## src/rtl/dcmi_ram_arb_pkg.sv

```systemverilog
// -----------------------------------------------------------------------------
// dcmi_ram_arb_pkg
//   Shared definitions for the DCMI frame-SRAM arbiter:
//   - DMA_ADDR_LEN : word address width of the frame SRAM.
//   - arb_state_e  : 2-bit arbiter state / grant encoding.
//   - arb_pick()   : one-cycle winner selection between DMA and MCU.
// -----------------------------------------------------------------------------
package dcmi_ram_arb_pkg;

  localparam int DMA_ADDR_LEN = 16;

  typedef enum logic [1:0] {
    ARB_IDLE       = 2'd0,
    ARB_GNT_DMA    = 2'd1,
    ARB_GNT_MCU_WR = 2'd2,
    ARB_GNT_MCU_RD = 2'd3
  } arb_state_e;

  // Picks the grant state for the next cycle from the eligible requesters.
  // mcu_prio only matters when both are eligible in the same cycle.
  function automatic arb_state_e arb_pick(input logic dma_elig,
                                          input logic mcu_elig,
                                          input logic mcu_we,
                                          input logic mcu_prio);
    arb_state_e mcu_gnt;
    arb_state_e pick;
    mcu_gnt = mcu_we ? ARB_GNT_MCU_WR : ARB_GNT_MCU_RD;
    pick    = ARB_IDLE;
    if (dma_elig && mcu_elig) begin
      pick = mcu_prio ? mcu_gnt : ARB_GNT_DMA;
    end else if (dma_elig) begin
      pick = ARB_GNT_DMA;
    end else if (mcu_elig) begin
      pick = mcu_gnt;
    end
    return pick;
  endfunction

endpackage

```

## src/rtl/dcmi_ram_arb_if.sv

```systemverilog
// -----------------------------------------------------------------------------
// dcmi_ram_arb_if
//   Bundles the three buses around the frame-SRAM arbiter:
//   - DMA write port : dma_req / dma_ack / dma_addr / dma_wdata
//   - MCU port       : mcu_req / mcu_we / mcu_ack / mcu_addr / mcu_wdata /
//                      mcu_rvld / mcu_rdata
//   - SRAM port      : ram_cs / ram_we / ram_addr / ram_wdata / ram_rdata
//
//   Handshake: a requester raises req with stable addr/data and holds it
//   until it sees a one-cycle ack; addr/data may change in the cycle after
//   ack. The arbiter never samples a requester during its own ack cycle.
//   A granted MCU read returns data one cycle after its ack with mcu_rvld.
//
//   Modports:
//   - master : the arbiter (drives acks, read return and SRAM strobes).
//   - slave  : the environment (requesters plus SRAM macro).
// -----------------------------------------------------------------------------
interface dcmi_ram_arb_if
  import dcmi_ram_arb_pkg::*;
#(
  parameter int ADDR_W = DMA_ADDR_LEN,
  parameter int DATA_W = 32
);

  logic              dma_req;
  logic              dma_ack;
  logic [ADDR_W-1:0] dma_addr;
  logic [DATA_W-1:0] dma_wdata;

  logic              mcu_req;
  logic              mcu_we;
  logic              mcu_ack;
  logic [ADDR_W-1:0] mcu_addr;
  logic [DATA_W-1:0] mcu_wdata;
  logic              mcu_rvld;
  logic [DATA_W-1:0] mcu_rdata;

  logic              ram_cs;
  logic              ram_we;
  logic [ADDR_W-1:0] ram_addr;
  logic [DATA_W-1:0] ram_wdata;
  logic [DATA_W-1:0] ram_rdata;

  modport master (
    input  dma_req, dma_addr, dma_wdata,
    input  mcu_req, mcu_we, mcu_addr, mcu_wdata,
    input  ram_rdata,
    output dma_ack,
    output mcu_ack, mcu_rvld, mcu_rdata,
    output ram_cs, ram_we, ram_addr, ram_wdata
  );

  modport slave (
    output dma_req, dma_addr, dma_wdata,
    output mcu_req, mcu_we, mcu_addr, mcu_wdata,
    output ram_rdata,
    input  dma_ack,
    input  mcu_ack, mcu_rvld, mcu_rdata,
    input  ram_cs, ram_we, ram_addr, ram_wdata
  );

endinterface

```

## src/rtl/dcmi_ram_arb.sv

```systemverilog
// -----------------------------------------------------------------------------
// dcmi_ram_arb
//   Arbitrates a single-port synchronous frame SRAM between the DCMI DMA
//   write stream and the MCU/AHB access path. All SRAM strobes and acks are
//   registered; MCU read data is returned one cycle after the read grant.
//   A saturating counter records cycles in which the DMA was eligible but
//   lost arbitration (overflow diagnosis).
//
// Ports:
//   clk           in   system clock
//   rstn          in   asynchronous active-low reset
//   block_en      in   block enable; low clears everything at the next edge
//   clr_stat      in   pulse, clears dma_stall_cnt (wins over an increment)
//   bus           -    dcmi_ram_arb_if.master (DMA, MCU and SRAM buses)
//   busy          out  grant in progress or read return pending
//   dma_stall_cnt out  saturating DMA stall count
//   state_dbg     out  current arbiter state (arb_state_e encoding)
// -----------------------------------------------------------------------------
module dcmi_ram_arb
  import dcmi_ram_arb_pkg::*;
#(
  parameter int ADDR_W   = DMA_ADDR_LEN,
  parameter int DATA_W   = 32,
  parameter bit MCU_PRIO = 1'b0,
  parameter int STALL_W  = 16
) (
  input  logic               clk,
  input  logic               rstn,
  input  logic               block_en,
  input  logic               clr_stat,
  dcmi_ram_arb_if.master     bus,
  output logic               busy,
  output logic [STALL_W-1:0] dma_stall_cnt,
  output logic [1:0]         state_dbg
);

  localparam logic [STALL_W-1:0] STALL_MAX = {STALL_W{1'b1}};

  arb_state_e        state_q, state_d;
  logic              dma_ack_q, dma_ack_d;
  logic              mcu_ack_q, mcu_ack_d;
  logic              ram_cs_q, ram_cs_d;
  logic              ram_we_q, ram_we_d;
  logic [ADDR_W-1:0] ram_addr_q, ram_addr_d;
  logic [DATA_W-1:0] ram_wdata_q, ram_wdata_d;
  logic              rvld_q, rvld_d;
  logic [DATA_W-1:0] rdata_q, rdata_d;
  logic [STALL_W-1:0] stall_q, stall_d;

  logic dma_elig;
  logic mcu_elig;

  // ---------------------------------------------------------------------------
  // State register. block_en low is a synchronous clear: the access on the
  // SRAM at the edge where block_en is sampled low still completes, but
  // nothing (ack, rvld, strobes) follows it.
  // ---------------------------------------------------------------------------
  always_ff @(posedge clk or negedge rstn) begin
    if (!rstn) begin
      state_q     <= ARB_IDLE;
      dma_ack_q   <= 1'b0;
      mcu_ack_q   <= 1'b0;
      ram_cs_q    <= 1'b0;
      ram_we_q    <= 1'b0;
      ram_addr_q  <= '0;
      ram_wdata_q <= '0;
      rvld_q      <= 1'b0;
      rdata_q     <= '0;
      stall_q     <= '0;
    end else if (!block_en) begin
      state_q     <= ARB_IDLE;
      dma_ack_q   <= 1'b0;
      mcu_ack_q   <= 1'b0;
      ram_cs_q    <= 1'b0;
      ram_we_q    <= 1'b0;
      ram_addr_q  <= '0;
      ram_wdata_q <= '0;
      rvld_q      <= 1'b0;
      rdata_q     <= '0;
      stall_q     <= '0;
    end else begin
      state_q     <= state_d;
      dma_ack_q   <= dma_ack_d;
      mcu_ack_q   <= mcu_ack_d;
      ram_cs_q    <= ram_cs_d;
      ram_we_q    <= ram_we_d;
      ram_addr_q  <= ram_addr_d;
      ram_wdata_q <= ram_wdata_d;
      rvld_q      <= rvld_d;
      rdata_q     <= rdata_d;
      stall_q     <= stall_d;
    end
  end

  // ---------------------------------------------------------------------------
  // Next-state logic. A requester is masked in its own ack cycle because its
  // address/data are being advanced then; this masking is also what makes
  // continuous requests from both sides alternate DMA/MCU regardless of
  // MCU_PRIO, and keeps MCU reads at least two cycles apart.
  // ---------------------------------------------------------------------------
  always_comb begin
    dma_elig = bus.dma_req & ~dma_ack_q;
    mcu_elig = bus.mcu_req & ~mcu_ack_q;
    state_d  = arb_pick(dma_elig, mcu_elig, bus.mcu_we, MCU_PRIO);
  end

  // ---------------------------------------------------------------------------
  // Output logic: next values of the registered outputs, derived from the
  // grant chosen this cycle.
  // ---------------------------------------------------------------------------
  always_comb begin
    dma_ack_d   = (state_d == ARB_GNT_DMA);
    mcu_ack_d   = (state_d == ARB_GNT_MCU_WR) || (state_d == ARB_GNT_MCU_RD);
    ram_cs_d    = (state_d != ARB_IDLE);
    ram_we_d    = (state_d == ARB_GNT_DMA) || (state_d == ARB_GNT_MCU_WR);
    // Address/data hold their last values while idle.
    ram_addr_d  = ram_addr_q;
    ram_wdata_d = ram_wdata_q;
    case (state_d)
      ARB_GNT_DMA: begin
        ram_addr_d  = bus.dma_addr;
        ram_wdata_d = bus.dma_wdata;
      end
      ARB_GNT_MCU_WR, ARB_GNT_MCU_RD: begin
        ram_addr_d  = bus.mcu_addr;
        ram_wdata_d = bus.mcu_wdata;
      end
      default: ;
    endcase

    // SRAM data appears the cycle after the read strobe.
    rvld_d  = (state_q == ARB_GNT_MCU_RD);
    rdata_d = rvld_q ? bus.ram_rdata : rdata_q;

    stall_d = stall_q;
    if (clr_stat) begin
      stall_d = '0;
    end else if (dma_elig && (state_d != ARB_GNT_DMA) && (stall_q != STALL_MAX)) begin
      stall_d = stall_q + STALL_W'(1);
    end
  end

  // Read data is forwarded straight from the SRAM in the valid cycle and
  // held from the capture register afterwards.
  assign bus.mcu_rdata = rvld_q ? bus.ram_rdata : rdata_q;
  assign bus.mcu_rvld  = rvld_q;
  assign bus.dma_ack   = dma_ack_q;
  assign bus.mcu_ack   = mcu_ack_q;
  assign bus.ram_cs    = ram_cs_q;
  assign bus.ram_we    = ram_we_q;
  assign bus.ram_addr  = ram_addr_q;
  assign bus.ram_wdata = ram_wdata_q;

  assign busy          = (state_q != ARB_IDLE) | rvld_q;
  assign dma_stall_cnt = stall_q;
  assign state_dbg     = state_q;

endmodule

```

## src/flat_wrapper.sv

```systemverilog
// flat-port wrapper written by rule: the top's interface ports become plain ports
module dcmi_ram_arb_flat import dcmi_ram_arb_pkg::*;
#(
  parameter int ADDR_W   = DMA_ADDR_LEN,
  parameter int DATA_W   = 32,
  parameter bit MCU_PRIO = 1'b0,
  parameter int STALL_W  = 16
)
  (clk, rstn, block_en, clr_stat, busy, dma_stall_cnt, state_dbg, bus_dma_req, bus_dma_addr, bus_dma_wdata, bus_mcu_req, bus_mcu_we, bus_mcu_addr, bus_mcu_wdata, bus_ram_rdata, bus_dma_ack, bus_mcu_ack, bus_mcu_rvld, bus_mcu_rdata, bus_ram_cs, bus_ram_we, bus_ram_addr, bus_ram_wdata);
  dcmi_ram_arb_if #(.ADDR_W(ADDR_W), .DATA_W(DATA_W)) bus_i ();
  input  logic clk;
  input  logic rstn;
  input  logic block_en;
  input  logic clr_stat;
  output logic busy;
  output logic [STALL_W-1:0] dma_stall_cnt;
  output logic [1:0] state_dbg;
  input wire logic [$bits(bus_i.dma_req)-1:0] bus_dma_req;
  input wire logic [$bits(bus_i.dma_addr)-1:0] bus_dma_addr;
  input wire logic [$bits(bus_i.dma_wdata)-1:0] bus_dma_wdata;
  input wire logic [$bits(bus_i.mcu_req)-1:0] bus_mcu_req;
  input wire logic [$bits(bus_i.mcu_we)-1:0] bus_mcu_we;
  input wire logic [$bits(bus_i.mcu_addr)-1:0] bus_mcu_addr;
  input wire logic [$bits(bus_i.mcu_wdata)-1:0] bus_mcu_wdata;
  input wire logic [$bits(bus_i.ram_rdata)-1:0] bus_ram_rdata;
  output wire logic [$bits(bus_i.dma_ack)-1:0] bus_dma_ack;
  output wire logic [$bits(bus_i.mcu_ack)-1:0] bus_mcu_ack;
  output wire logic [$bits(bus_i.mcu_rvld)-1:0] bus_mcu_rvld;
  output wire logic [$bits(bus_i.mcu_rdata)-1:0] bus_mcu_rdata;
  output wire logic [$bits(bus_i.ram_cs)-1:0] bus_ram_cs;
  output wire logic [$bits(bus_i.ram_we)-1:0] bus_ram_we;
  output wire logic [$bits(bus_i.ram_addr)-1:0] bus_ram_addr;
  output wire logic [$bits(bus_i.ram_wdata)-1:0] bus_ram_wdata;
  assign bus_i.dma_req = bus_dma_req;
  assign bus_i.dma_addr = bus_dma_addr;
  assign bus_i.dma_wdata = bus_dma_wdata;
  assign bus_i.mcu_req = bus_mcu_req;
  assign bus_i.mcu_we = bus_mcu_we;
  assign bus_i.mcu_addr = bus_mcu_addr;
  assign bus_i.mcu_wdata = bus_mcu_wdata;
  assign bus_i.ram_rdata = bus_ram_rdata;
  assign bus_dma_ack = bus_i.dma_ack;
  assign bus_mcu_ack = bus_i.mcu_ack;
  assign bus_mcu_rvld = bus_i.mcu_rvld;
  assign bus_mcu_rdata = bus_i.mcu_rdata;
  assign bus_ram_cs = bus_i.ram_cs;
  assign bus_ram_we = bus_i.ram_we;
  assign bus_ram_addr = bus_i.ram_addr;
  assign bus_ram_wdata = bus_i.ram_wdata;
  dcmi_ram_arb #(.ADDR_W(ADDR_W), .DATA_W(DATA_W), .MCU_PRIO(MCU_PRIO), .STALL_W(STALL_W)) u_core (.clk(clk), .rstn(rstn), .block_en(block_en), .clr_stat(clr_stat), .bus(bus_i), .busy(busy), .dma_stall_cnt(dma_stall_cnt), .state_dbg(state_dbg));
endmodule
```

## config.mk

```make
export PLATFORM = sky130hd
export DESIGN_NAME = dcmi_ram_arb_flat
export DESIGN_NICKNAME = d
export VERILOG_FILES = /design/src/rtl/dcmi_ram_arb_pkg.sv /design/src/rtl/dcmi_ram_arb_if.sv /design/src/rtl/dcmi_ram_arb.sv /design/src/flat_wrapper.sv
export SDC_FILE = /design/constraint.sdc
export NUM_CORES = 1
export LEC_CHECK = 0
export ABC_AREA = 1
export ABC_CLOCK_PERIOD_IN_PS = 2000
export CAP_MARGIN = 20
export CORE_MARGIN = 2
export CORE_UTILIZATION = 42
export CTS_BUF_LIST = sky130_fd_sc_hd__clkbuf_4 sky130_fd_sc_hd__clkbuf_8
export CTS_CLUSTER_SIZE = 12
export DETAILED_ROUTE_END_ITERATION = 8
export GPL_TIMING_DRIVEN = 0
export PLACE_DENSITY = 0.83
export SLEW_MARGIN = 20
export SYNTH_ARGS = -nofsm -noshare
export SYNTH_HDL_FRONTEND = slang
export SYNTH_SLANG_ARGS = --single-unit
```

## constraint.sdc

```tcl
create_clock -name clk -period 2 [get_ports clk]
set_clock_uncertainty 0.2 [all_clocks]
set_input_delay 0.6 -clock clk [delete_from_list [all_inputs] [get_ports clk]]
set_output_delay 0.6 -clock clk [all_outputs]
set_load 0.02 [all_outputs]
```

[Word-level counts from Yosys, hierarchy flattened]
Index checks and enable logic that the tools add are counted.
Operators by class
  $add $sub $neg: 1
  equal/unequal tests: 8
  multiplexer cells: 19
  bitwise gates (word level): 5
  reductions and logical operators: 8
Operators by type and width (number)
  32-bit two-way mux: 3
  16-bit two-way mux: 4
  32-bit one-hot mux with 2 select lines: 1
  16-bit one-hot mux with 2 select lines: 1
  16-bit by 1-bit adder with 16-bit output, second input constant: 1
  16-bit != test, second input constant: 1
  2-bit two-way mux: 4
  2-bit equality test, second input constant: 3
  1-bit two-way mux: 6
  3-bit by 1-bit != test with 1-bit output, second input constant: 2
  2-bit nonzero test: 2
  1-bit logical AND: 3
  1-bit AND: 2
  2-bit by 1-bit equality test with 1-bit output, second input constant: 1
  1-bit logical OR: 2
  2-bit by 1-bit != test with 1-bit output, second input constant: 1
  1-bit inverter: 2
  2-bit OR reduction: 1
  1-bit bitwise OR: 1
Storage, ports and cells
  register bits: 103
  bits of input ports: 135
  output and inout bits: 104
  word-level logic and storage cells: 51

[Depth between registers and ports, before layout]
Gate-level depths: netlist (run 1).
  depth in word-level cells: 11
  gate-level depth with buffers: 9
  depth with buffers taken out: 9

[Least setup slack after synthesis (run 1)]
OpenSTA, ideal clock, no wires.
  path kind: register -> output
  start: register u_core.rvld_q (netlist: u_core.bus.mcu_rvld)
  end: output port bus_mcu_rdata[10]
  arrival time: 1.142 ns
  path slack: 0.058 ns
  cell stages (with the launch flop): 5
  cells stage by stage: dfrtp_1 buf_2 clkbuf_1 nand2_1 nand2_1
Between the ends
  cells in the longest elaborated chain, start to end: 1
RTL lines
  start, declared: RTL line dcmi_ram_arb.sv:46  | logic rvld_q, rvld_d;
  start signal, assigned: RTL line dcmi_ram_arb.sv:89  | rvld_q <= rvld_d;
  32-bit two-way mux
  end, declared: RTL line flat_wrapper.sv:29  | output wire logic [$bits(bus_i.mcu_rdata)-1:0] bus_mcu_rdata;
Every way passes these cells.

[Final worst setup path (run 1)]
  start: register u_core.rvld_q (netlist: u_core.bus.mcu_rvld)
  end: output port bus_mcu_rdata[31]
Same word-level chain as after synthesis.

==> results by group, run 1 <==
Run status
  • Status: finished with violations
  • Failing checks: setup timing

Global routing
  • GRT Residual Overflow: 0
  • Pin count of the biggest net entering global routing: 63
  • All-layer global routing usage: 24.8%
  • Vias in the first global route: 5069
  • Initial antenna violation count: 0
  • First-pass GRT wire length: 24700 microns

Worst setup path
  • RR Startpoint: u_core.bus.dma_ack$_DFF_PN0_
  • Critical path cell sequence: buf_6 > clkinv_8 > buf_6 > nand2_2 > nand2_1 > buf_6
  • CP Data Required Time: 1.20 ns
  • Crit path kind: register to output port
  • CP Data Arrival Time: 1.44 ns
  • Critical path depth in cells: 6
  • Slowest cell delay on critical path: 0.37 ns
  • CP startpoint kind: register
  • Worst R2R Setup Slack: 0.34 ns
  • Reg2reg end: u_core.bus.ram_we$_DFF_PN0_
  • CP top delay family: buffers and inverters
  • CP Capture Type: output port
  • Reg2reg path depth: 7
  • Top cell by count, worst path: buf_6
  • Critical path fanouts, max: 7
  • Cell at the slowest stage of the critical path: dfrtp_1
  • Crit path buffers/inverters: 4

STA
  • RSZ-0062 raised after global routing: true
  • # setup viols final: 33
  • Achievable Freq: 446 MHz
  • Setup TNS: -6.78 ns
  • Tcrit/Tclk final: 112%
  • Slew Viols, Final: 0
  • Slew @ Worst Pin: 0.502 ns
  • Final hold vios: 0
  • Slew HR: 66.5%
  • Min Tclk post-route: 2.24 ns
  • Final WS setup: -0.244 ns

Finish
  • P&R area growth vs syn: 68.5%
  • FILL cells: 896
  • # diodes: 0
  • Non-filler instance count after layout: 1032
  • Commonest non-fill, non-tap cell in the layout: nand2_1
  • Most frequent cells in the layout: nand2_1 (224), clkdlybuf4s50_1 (132), dfrtp_1 (103)
  • Final net count: 1020
  • Share of layout cells above drive strength 1: 20.5%

CTS
  • Worst-skew pair later-pin latency: 0.36 ns
  • Clk sink count: 103
  • TritonCTS clock tree: done
  • Max clock buf depth: 2
  • Htree depth: 3
  • CTS Buf Count: 9
  • Root Driver: clkbuf_8
  • Clk pin slew, worst setup/hold paths: 0.11 ns

Synth
  • Area of the mapped netlist: 4790 sq um
  • Mapped Cells: 621
  • FF+latch count, synth: 103
  • Yosys warnings: 0
  • Count of cell types in the netlist: 19
  • Average size of a mapped cell: 7.72 sq um
  • Sequential share of the synthesized area: 53.8%
  • Syn nets: 757

Power
  • Leakage: 4.29 nW
  • VDD IR-drop max: 0.311 mV
  • Power per cell area: 571 nW/um^2

Routing
  • Met3 wire len: 1190 microns
  • Drt wl/cell: 15.8 microns
  • Initial drt markers: 312
  • DR vias/cell: 5.02
  • Uppermost routed layer: met4
  • Final ANT Viol Nets: 0
  • Wl on met1: 6700 microns
  • Metal2 WL: 8070 microns
  • Vias: 5177
  • Detailed-route DRC error count: 0
  • Final WL: 16300 microns
  • First-pass iteration count of the detailed router: 5

Hold path
  • Min-Delay Endpoint: u_core.bus.ram_wdata[21]$_DFFE_PN0P_
  • HP Class: register to register
  • Worst Hold Launch: u_core.bus.ram_wdata[21]$_DFFE_PN0P_
  • WHS Path Cells: 2

Placed design
  • Cells after DPL: 1002
  • Buffers added on ports: 237
  • DP Worst Slack: -0.662 ns
  • Final Wtd Congestion: 0.876
  • Post-DP HPWL: 11000 microns

Run
  • Max cap viols: 0

Die
  • Die Y: 111 microns
  • Core ar.: 11300 sq um
  • Width of the die: 111 microns
  • Starting Density: 42.5%
  • DIE AREA: 12300 sq um
  • Io pins: 239
  • Rows: 39
where the power goes:
group | switching [mW] | total [mW] | internal (mW)
Clock | 0.789 | 1.29 | 0.497
Combinational | 0.578 | 1.09 | 0.513
Sequential | 0.0561 | 2.24 | 2.18
Total | 1.42 | 4.62 | 3.19
Yosys cell counts:
library cell / number / area, sq um
a21oi_1: 33 / 165
buf_1: 3 / 11.3
buf_2: 26 / 130
buf_4: 4 / 30.0
buf_6: 4 / 45.0
clkbuf_1: 7 / 26.3
dfrtp_1: 103 / 2580
ha_1: 1 / 12.5
inv_1: 23 / 86.3
inv_2: 3 / 11.3
nand2_1: 291 / 1090
nand2_2: 1 / 6.26
nand3_1: 97 / 485
nand3_2: 1 / 10.0
nor2_1: 20 / 75.1
nor2_4: 1 / 11.3
nor3_1: 1 / 5.00
or2_1: 1 / 6.26
or2_2: 1 / 6.26
cells by family (layout without fill, tap and decap cells):
kind of cell             count (synthesis)  in the layout  synth area share (%)
AO/OA/AOI/OAI                           33             33                  3.45
buffers and inverters                   70            338                  7.10
flip-flops                             103            103                  53.8
adder cells (fa/ha/maj)                  1              1                 0.261
AND/OR/NAND/NOR                        414            414                  35.4
per-stage QoR:
step | hold slack [ns] | utilization [%] | area [sq um] | total power, mW
2_1_floorplan | 0.104 | - | 4790 | 2.73
3_3_place_gp | 0.262 | 65.2 | 7340 | 3.36
3_5_place_dp | 0.264 | 65.4 | 7370 | 3.38
4_1_cts | 0.288 | 69.2 | 7800 | 4.62
5_1_grt | 0.310 | 71.7 | 8080 | 4.83
6_report | 0.282 | 71.7 | 8080 | 4.62
worst min-delay path, stage by stage (launching register included):
cell and delay (ns):
dfrtp_1 0.35, nand2_1 0.05, nand2_1 0.05
worst max path at each step:
stage,from,end
5_1_grt,u_core.bus.mcu_rvld$_DFF_PN0_,bus_mcu_rdata[11]
6_report,u_core.bus.mcu_rvld$_DFF_PN0_,bus_mcu_rdata[31]
3_3_place_gp,rstn,u_core.bus.ram_wdata[8]$_DFFE_PN0P_
2_1_floorplan,u_core.bus.mcu_rvld$_DFF_PN0_,bus_mcu_rdata[10]
3_5_place_dp,bus_ram_rdata[9],bus_mcu_rdata[9]
4_1_cts,u_core.bus.mcu_rvld$_DFF_PN0_,bus_mcu_rdata[9]
flip-flops by register name, summed over array words and instances, names as in the netlist:
name	flops
u_core.state_dbg	2
u_core.bus.ram_addr	16
u_core.bus.mcu_rvld	1
u_core.bus.mcu_ack	1
u_core.rdata_q	32
u_core.bus.ram_we	1
u_core.bus.ram_cs	1
u_core.bus.ram_wdata	32
u_core.dma_stall_cnt	16
u_core.bus.dma_ack	1
metal layers:
metal	GRT usage, %	vias up
li1	-	2469
met1	30.9	2424
met3	6.78	35
met4	8.42	0
met2	41.7	249
met5	0	-
timing repair:
item,CTS,global route
hold buffers,1,0
gates cloned,3,0
setup buffers,5,6
gates resized for setup,340,75
pin swaps,13,11
setup endpoints to repair,105,65
hold endpoints to repair,41,0
layout make-up:
type / instances / area, sq um / area share [%]
flip-flops and latches: 103 / 2580 / 31.9
repair buffers: 253 / 2500 / 31.0
plain buffers: 43 / 338 / 4.18
clock inverters: 7 / 71.3 / 0.883
well taps: 143 / 179 / 2.22
clock buffers: 9 / 124 / 1.53
inverters: 26 / 110 / 1.36
multi-input cells: 448 / 2170 / 26.9
Power figures use the tool's default switching activity.
==> run 2, diff against run 1 <==
--- a/config.mk
+++ b/config.mk
@@ -8,6 +8,7 @@
 export ABC_AREA = 1
 export ABC_CLOCK_PERIOD_IN_PS = 2000
 export CAP_MARGIN = 20
+export CORE_ASPECT_RATIO = 0.8
 export CORE_MARGIN = 2
 export CORE_UTILIZATION = 42
 export CTS_BUF_LIST = sky130_fd_sc_hd__clkbuf_4 sky130_fd_sc_hd__clkbuf_8
==> run 2 against run 1 <==
Compared with the run above: the flow still finishes with violations (setup timing); core utilization up 1.9 points; critical path type unchanged; critical path depth down 1; hold slack better by 0.00050 ns; clock-buffer cell count is 3 higher; via count increased by 3.9%; die area about the same; design area is 0.29% higher; routed wire length is 9.6% higher; largest power group unchanged; sequential share of layout area is 0.094 points lower; flip-flop and latch count is the same; maximum frequency shrank 7.5%; clock power down 4%.
==> results by group, run 2 (synthesis results as in run 1) <==
Run status
  • Status: finished with violations (unchanged)
  • Failing checks: setup timing (unchanged)

Worst setup path
  • Crit path kind: register to output port (unchanged)
  • Top cell by count, worst path: buf_6 (unchanged)
  • Cell at the slowest stage of the critical path: dfrtp_1 (unchanged)
  • Crit path buffers/inverters: 3 (was 4)
  • Slowest cell delay on critical path: 0.40 ns (was 0.37 ns)
  • RR Startpoint: u_core.bus.mcu_rvld$_DFF_PN0_ (was u_core.bus.dma_ack$_DFF_PN0_)
  • CP top delay family: buffers and inverters (unchanged)
  • CP Data Required Time: 1.20 ns (about the same)
  • CP Capture Type: output port (unchanged)
  • Critical path cell sequence: buf_6 > buf_4 > nand2_1 > nand2_2 > buf_6 (was buf_6 > clkinv_8 > buf_6 > nand2_2 > nand2_1 > buf_6)
  • CP startpoint kind: register (unchanged)
  • CP Data Arrival Time: 1.63 ns (was 1.44 ns)
  • Worst R2R Setup Slack: 0.02 ns (was 0.34 ns)
  • Reg2reg path depth: 11 (was 7)
  • Critical path fanouts, max: 10 (was 7)
  • Reg2reg end: u_core.rdata_q[31]$_DFF_PN0_ (was u_core.bus.ram_we$_DFF_PN0_)

Die
  • Core ar.: 11000 sq um (was 11300 sq um)
  • Width of the die: 123 microns (was 111 microns)
  • Starting Density: 43.5% (was 42.5%)
  • DIE AREA: 12300 sq um (about the same)
  • Rows: 34 (was 39)
  • Die Y: 99.6 microns (was 111 microns)
  • Io pins: 239 (unchanged)

Placed design
  • DP Worst Slack: -0.691 ns (was -0.662 ns)
  • Final Wtd Congestion: 0.901 (was 0.876)
  • Post-DP HPWL: 11800 microns (was 11000 microns)
  • Cells after DPL: 1003 (was 1002)
  • Buffers added on ports: 237 (unchanged)
  • Area after DPL: 7370 sq um (about the same)

Finish
  • # diodes: 0 (unchanged)
  • FILL cells: 805 (was 896)
  • Core Util, Final: 73.5% (was 71.7%)
  • Commonest non-fill, non-tap cell in the layout: nand2_1 (unchanged)
  • Storage cell area: 2580 sq um (unchanged)
  • Share of layout cells above drive strength 1: 20.8% (was 20.5%)
  • Area of the multi-input gates: 2190 sq um (was 2170 sq um)
  • Final net count: 1027 (was 1020)
  • Non-filler instance count after layout: 1040 (was 1032)
  • P&R area growth vs syn: 69.0% (was 68.5%)
  • Most frequent cells in the layout: nand2_1 (224), clkdlybuf4s50_1 (130), dfrtp_1 (103) (was nand2_1 (224), clkdlybuf4s50_1 (132), dfrtp_1 (103))
  • Layout Cell Area excl Fill: 8100 sq um (was 8080 sq um)

Power
  • Power per cell area: 563 nW/um^2 (was 571 nW/um^2)
  • Switching part of the total power: 29.8% (was 30.8%)
  • Leakage: 4.30 nW (was 4.29 nW)
  • Gate power share: 23.7% (was 23.6%)
  • Switching pwr: 1.36 mW (was 1.42 mW)
  • Tot Pwr: 4.56 mW (was 4.62 mW)
  • VDD IR-drop max: 0.389 mV (was 0.311 mV)
  • Sequential power share: 49.2% (was 48.5%)
  • Internal power: 3.20 mW (was 3.19 mW)
  • Clk network pwr share: 27.2% (was 27.9%)

Global routing
  • Initial antenna violation count: 0 (unchanged)
  • All-layer global routing usage: 25.9% (was 24.8%)
  • GR Layer Usage met1: 30.9% (about the same)
  • GRT Residual Overflow: 0 (unchanged)
  • GRT Max-Usage Layer: met2 (unchanged)
  • Vias in the first global route: 5207 (was 5069)
  • Met3 usage: 6.48% (was 6.78%)
  • First-pass GRT wire length: 24700 microns (about the same)
  • Grt met2 use: 45.1% (was 41.7%)
  • Pin count of the biggest net entering global routing: 62 (was 63)

Routing
  • First-pass iteration count of the detailed router: 5 (unchanged)
  • Detailed-route DRC error count: 0 (unchanged)
  • Drt wl/cell: 17.2 microns (was 15.8 microns)
  • Final WL: 17900 microns (was 16300 microns)
  • Final ANT Viol Nets: 0 (unchanged)
  • Initial drt markers: 335 (was 312)
  • DR vias/cell: 5.17 (was 5.02)
  • Vias: 5379 (was 5177)

CTS
  • TritonCTS clock tree: done (unchanged)
  • Clk pin slew, worst setup/hold paths: 0.09 ns (was 0.11 ns)
  • Clk sink count: 103 (unchanged)
  • CTS Buf Count: 9 (unchanged)
  • Worst-skew pair later-pin latency: 0.36 ns (about the same)
  • Max clock buf depth: 2 (unchanged)
  • Root Driver: clkbuf_8 (unchanged)
  • Htree depth: 3 (unchanged)

STA
  • Min Tclk post-route: 2.43 ns (was 2.24 ns)
  • Final hold vios: 0 (unchanged)
  • Slew @ Worst Pin: 0.542 ns (was 0.502 ns)
  • Achievable Freq: 412 MHz (was 446 MHz)
  • RSZ-0062 raised after global routing: true (unchanged)
  • # setup viols final: 33 (unchanged)
  • Setup TNS: -7.14 ns (was -6.78 ns)
  • Final WS setup: -0.426 ns (was -0.244 ns)
  • Slew Viols, Final: 0 (unchanged)
  • Slew HR: 63.9% (was 66.5%)
  • WHS: 0.283 ns (was 0.282 ns)
  • Tcrit/Tclk final: 121% (was 112%)

Hold path
  • HP Class: register to register (unchanged)
  • Worst Hold Launch: u_core.bus.ram_addr[15]$_DFFE_PN0P_ (was u_core.bus.ram_wdata[21]$_DFFE_PN0P_)
  • Min-Delay Endpoint: u_core.bus.ram_addr[15]$_DFFE_PN0P_ (was u_core.bus.ram_wdata[21]$_DFFE_PN0P_)
  • WHS Path Cells: 2 (unchanged)

Run
  • Max cap viols: 0 (unchanged)
run 2: cell count changes in the layout (fill, tap and decap cells not counted), moves of 5 or more:
| cell | previous run | this run |
|---|---|---|
| buf_4 | 11 | 21 |
| buf_6 | 43 | 38 |
| buf_8 | 7 | 2 |
| nand2_2 | 45 | 40 |
| nand2_4 | 23 | 28 |
run 2: worst max-delay path by stage:
stage,start,end,slack (ns),cells after the start
CTS,u_core.bus.mcu_rvld$_DFF_PN0_,bus_mcu_rdata[6],-0.22,6
finish,u_core.bus.mcu_rvld$_DFF_PN0_,bus_mcu_rdata[14],-0.43,5
global route,u_core.bus.mcu_rvld$_DFF_PN0_,bus_mcu_rdata[14],-0.51,5
floorplan,u_core.bus.mcu_rvld$_DFF_PN0_,bus_mcu_rdata[10],0.06,4
global placement,rstn,u_core.dma_stall_cnt[14]$_DFFE_PN0P_,-3.61,1
detailed placement,bus_ram_rdata[26],bus_mcu_rdata[26],-0.69,4
run 2: worst reg2reg max path, delay by kind of cell (launching register included):
| kind | cells | cell delay (ns) |
|---|---|---|
| compound gates | 1 | 0.13 |
| buf+inv | 9 | 1.19 |
| flops | 1 | 0.37 |
| simple gates | 1 | 0.05 |
run 2: cell type report:
class	count	area share (%)
buffer	44	3.86
tap	144	2.22
inverter	26	1.36
clock inverter	4	0.371
clock buffer	12	1.88
timing repair buffer	258	31.3
multi-input combinational	448	27.1
timing repair inverter	1	0.108
sequential	103	31.8
run 2: per-layer routing:
layer	up-vias	share of wire (%)
li1	2487	-
met1	2542	38
met5	-	0
met4	0	3.7
met3	58	7.9
met2	292	51
run 2: timing repair:
action	in CTS	in global routing
cloned	2	2
resized for setup	309	93
pin swaps	10	9
hold buffers	1	0
setup endpoints to repair	105	38
endpoints found under the hold margin	42	0
buffers inserted	10	6
run 2: power groups by stage:
stage	clock network, mW	logic [mW]	registers, mW
3_5_place_dp	0	1.10	2.28
5_1_grt	1.36	1.17	2.25
2_1_floorplan	0	0.336	2.39
3_3_place_gp	0	1.07	2.28
6_report	1.24	1.08	2.24
4_1_cts	1.27	1.05	2.24
==> run 3, diff against run 2 <==
--- a/config.mk
+++ b/config.mk
@@ -16,7 +16,7 @@
 export DETAILED_ROUTE_END_ITERATION = 8
 export GPL_TIMING_DRIVEN = 0
 export PLACE_DENSITY = 0.83
-export SLEW_MARGIN = 20
+export SLEW_MARGIN = 10
 export SYNTH_ARGS = -nofsm -noshare
 export SYNTH_HDL_FRONTEND = slang
 export SYNTH_SLANG_ARGS = --single-unit
==> run 3 against run 2 <==
Compared with the run above: the flow still finishes with violations (setup timing); flip-flop and latch count is the same; power fell by 0.59%; maximum frequency increased by 9.8%; largest cell class unchanged; die area stayed put; first-iteration DRC count rose by 6.6%; clock-buffer cell count unchanged; hold slack got worse by 0.26 ns; design area fell by 4.2%; combinational power about the same; clock power is essentially flat; critical path type unchanged; cell count shrank 1.3%; worst setup slack better by 0.22 ns.
==> results by group, run 3 (synthesis results as in run 1) <==
Finish
  • # diodes: 0 (unchanged)
  • Share of layout cells above drive strength 1: 17.1% (was 20.8%)
  • Non-filler instance count after layout: 1026 (was 1040)
  • Commonest non-fill, non-tap cell in the layout: nand2_1 (unchanged)
  • Most frequent cells in the layout: nand2_1 (245), clkdlybuf4s50_1 (131), dfrtp_1 (103) (was nand2_1 (224), clkdlybuf4s50_1 (130), dfrtp_1 (103))
  • Final net count: 1013 (was 1027)
  • Layout Cell Area excl Fill: 7760 sq um (was 8100 sq um)
  • Core Util, Final: 70.4% (was 73.5%)
  • P&R area growth vs syn: 61.8% (was 69.0%)

Placed design
  • Cells after DPL: 1003 (unchanged)
  • Final Wtd Congestion: 0.901 (unchanged)
  • Post-DP HPWL: 11700 microns (was 11800 microns)
  • Buffers added on ports: 237 (unchanged)
  • DP Worst Slack: -0.699 ns (was -0.691 ns)
  • Area after DPL: 7370 sq um (about the same)

Global routing
  • Initial antenna violation count: 0 (unchanged)
  • Pin count of the biggest net entering global routing: 62 (unchanged)
  • First-pass GRT wire length: 24700 microns (about the same)
  • Vias in the first global route: 5210 (was 5207)
  • GRT Residual Overflow: 0 (unchanged)
  • All-layer global routing usage: 25.7% (was 25.9%)

Routing
  • First-pass iteration count of the detailed router: 6 (was 5)
  • DR vias/cell: 5.08 (was 5.17)
  • Final WL: 16000 microns (was 17900 microns)
  • Drt wl/cell: 15.6 microns (was 17.2 microns)
  • Initial drt markers: 357 (was 335)
  • Final ANT Viol Nets: 0 (unchanged)
  • Vias: 5209 (was 5379)
  • Detailed-route DRC error count: 0 (unchanged)

Die
  • Width of the die: 123 microns (unchanged)
  • Io pins: 239 (unchanged)
  • DIE AREA: 12300 sq um (unchanged)
  • Die Y: 99.6 microns (unchanged)
  • Core ar.: 11000 sq um (unchanged)
  • Starting Density: 43.5% (unchanged)
  • Rows: 34 (unchanged)

STA
  • Setup TNS: -6.01 ns (was -7.14 ns)
  • Min Tclk post-route: 2.21 ns (was 2.43 ns)
  • Final WS setup: -0.209 ns (was -0.426 ns)
  • Final hold vios: 0 (unchanged)
  • Achievable Freq: 453 MHz (was 412 MHz)
  • RSZ-0062 raised after global routing: true (unchanged)
  • Tcrit/Tclk final: 110% (was 121%)
  • # setup viols final: 33 (unchanged)
  • Slew Viols, Final: 0 (unchanged)
  • Slew @ Worst Pin: 0.586 ns (was 0.542 ns)
  • Slew HR: 60.9% (was 63.9%)
  • WHS: 0.0227 ns (was 0.283 ns)

Power
  • Tot Pwr: 4.53 mW (was 4.56 mW)
  • VDD IR-drop max: 0.368 mV (was 0.389 mV)
  • Leakage: 4.19 nW (was 4.30 nW)
  • Power per cell area: 584 nW/um^2 (was 563 nW/um^2)

CTS
  • Htree depth: 3 (unchanged)
  • CTS Buf Count: 9 (unchanged)
  • Clk pin slew, worst setup/hold paths: 0.10 ns (was 0.09 ns)
  • Max clock buf depth: 2 (unchanged)
  • Worst-skew pair later-pin latency: 0.36 ns (about the same)
  • CTS Hold Buffers Added: 0 (was 1)
  • TritonCTS clock tree: done (unchanged)
  • Root Driver: clkbuf_8 (unchanged)
  • Clk sink count: 103 (unchanged)

Worst setup path
  • Worst R2R Setup Slack: 0.33 ns (was 0.02 ns)
  • Critical path cell sequence: buf_6 > clkinv_8 > buf_12 > nand2_1 > nand2_1 > buf_6 (was buf_6 > buf_4 > nand2_1 > nand2_2 > buf_6)
  • Slowest cell delay on critical path: 0.37 ns (was 0.40 ns)
  • CP Data Required Time: 1.20 ns (about the same)
  • CP Data Arrival Time: 1.41 ns (was 1.63 ns)
  • Crit path kind: register to output port (unchanged)
  • CP startpoint kind: register (unchanged)
  • Critical path fanouts, max: 10 (unchanged)
  • Cell at the slowest stage of the critical path: dfrtp_1 (unchanged)
  • Reg2reg path depth: 7 (was 11)
  • RR Startpoint: u_core.bus.dma_ack$_DFF_PN0_ (was u_core.bus.mcu_rvld$_DFF_PN0_)
  • CP Capture Type: output port (unchanged)
  • Reg2reg end: u_core.bus.ram_wdata[20]$_DFFE_PN0P_ (was u_core.rdata_q[31]$_DFF_PN0_)

Run
  • Max cap viols: 0 (unchanged)

Run status
  • Failing checks: setup timing (unchanged)
  • Status: finished with violations (unchanged)

Hold path
  • HP Class: input port to asynchronous set/reset pin (was register to register)
run 3: changes by cell type in the layout (fill, tap and decap cells not counted), sizes merged:
cell           before  now
dlygate4sd2        71   72
buf                90   79
clkdlybuf4s50     130  131
clkbuf             20   19
dlymetal6s2s        1    0
dlygate4sd3         1    0
inv                27   26
clkdlybuf4s15       1    0
run 3: timing repair:
| action | 4_1_cts | 5_1_grt |
|---|---|---|
| endpoints found under the setup margin | 105 | 53 |
| resized for setup | 301 | 49 |
| gates cloned | 2 | 0 |
| setup buffers | 5 | 0 |
| pin swaps | 5 | 2 |
run 3: worst max-delay path by stage:
stage / start / end / slack (ns) / cells after the start
floorplan: u_core.bus.mcu_rvld$_DFF_PN0_ / bus_mcu_rdata[10] / 0.06 / 4
global placement: rstn / u_core.dma_stall_cnt[14]$_DFFE_PN0P_ / -3.61 / 1
detailed placement: bus_ram_rdata[26] / bus_mcu_rdata[26] / -0.70 / 4
CTS: u_core.bus.mcu_rvld$_DFF_PN0_ / bus_mcu_rdata[22] / -0.23 / 6
global route: u_core.bus.mcu_rvld$_DFF_PN0_ / bus_mcu_rdata[25] / -0.27 / 5
finish: u_core.bus.mcu_rvld$_DFF_PN0_ / bus_mcu_rdata[12] / -0.21 / 6
run 3: area by class of cell:
| class | count | area [sq um] |
|---|---|---|
| clock buffer | 12 | 153 |
| clock inverter | 4 | 30.0 |
| sequential | 103 | 2580 |
| multi-input combinational | 448 | 2010 |
| inverter | 26 | 110 |
| timing repair buffer | 245 | 2380 |
| fill | 894 | 3260 |
| tap | 144 | 180 |
| buffer | 44 | 310 |
run 3: report_power, final:
group          internal (mW)  switching, mW
Combinational          0.493          0.566
Clock                  0.521          0.715
Sequential              2.18         0.0569
run 3: critical path: cells and delay by family, from the launching register on:
family,cells,cell delay (ns)
DFF,1,0.37
buffers and inverters,4,0.52
and+or+nand+nor,2,0.15
run 3: layer usage:
metal	GRT usage [%]	part of all wire (%)	vias to the layer above
li1	-	-	2457
met1	30.7	39	2460
met2	44.8	50	250
met3	6.42	8.0	42
met4	9.18	2.6	0
met5	0	0	-
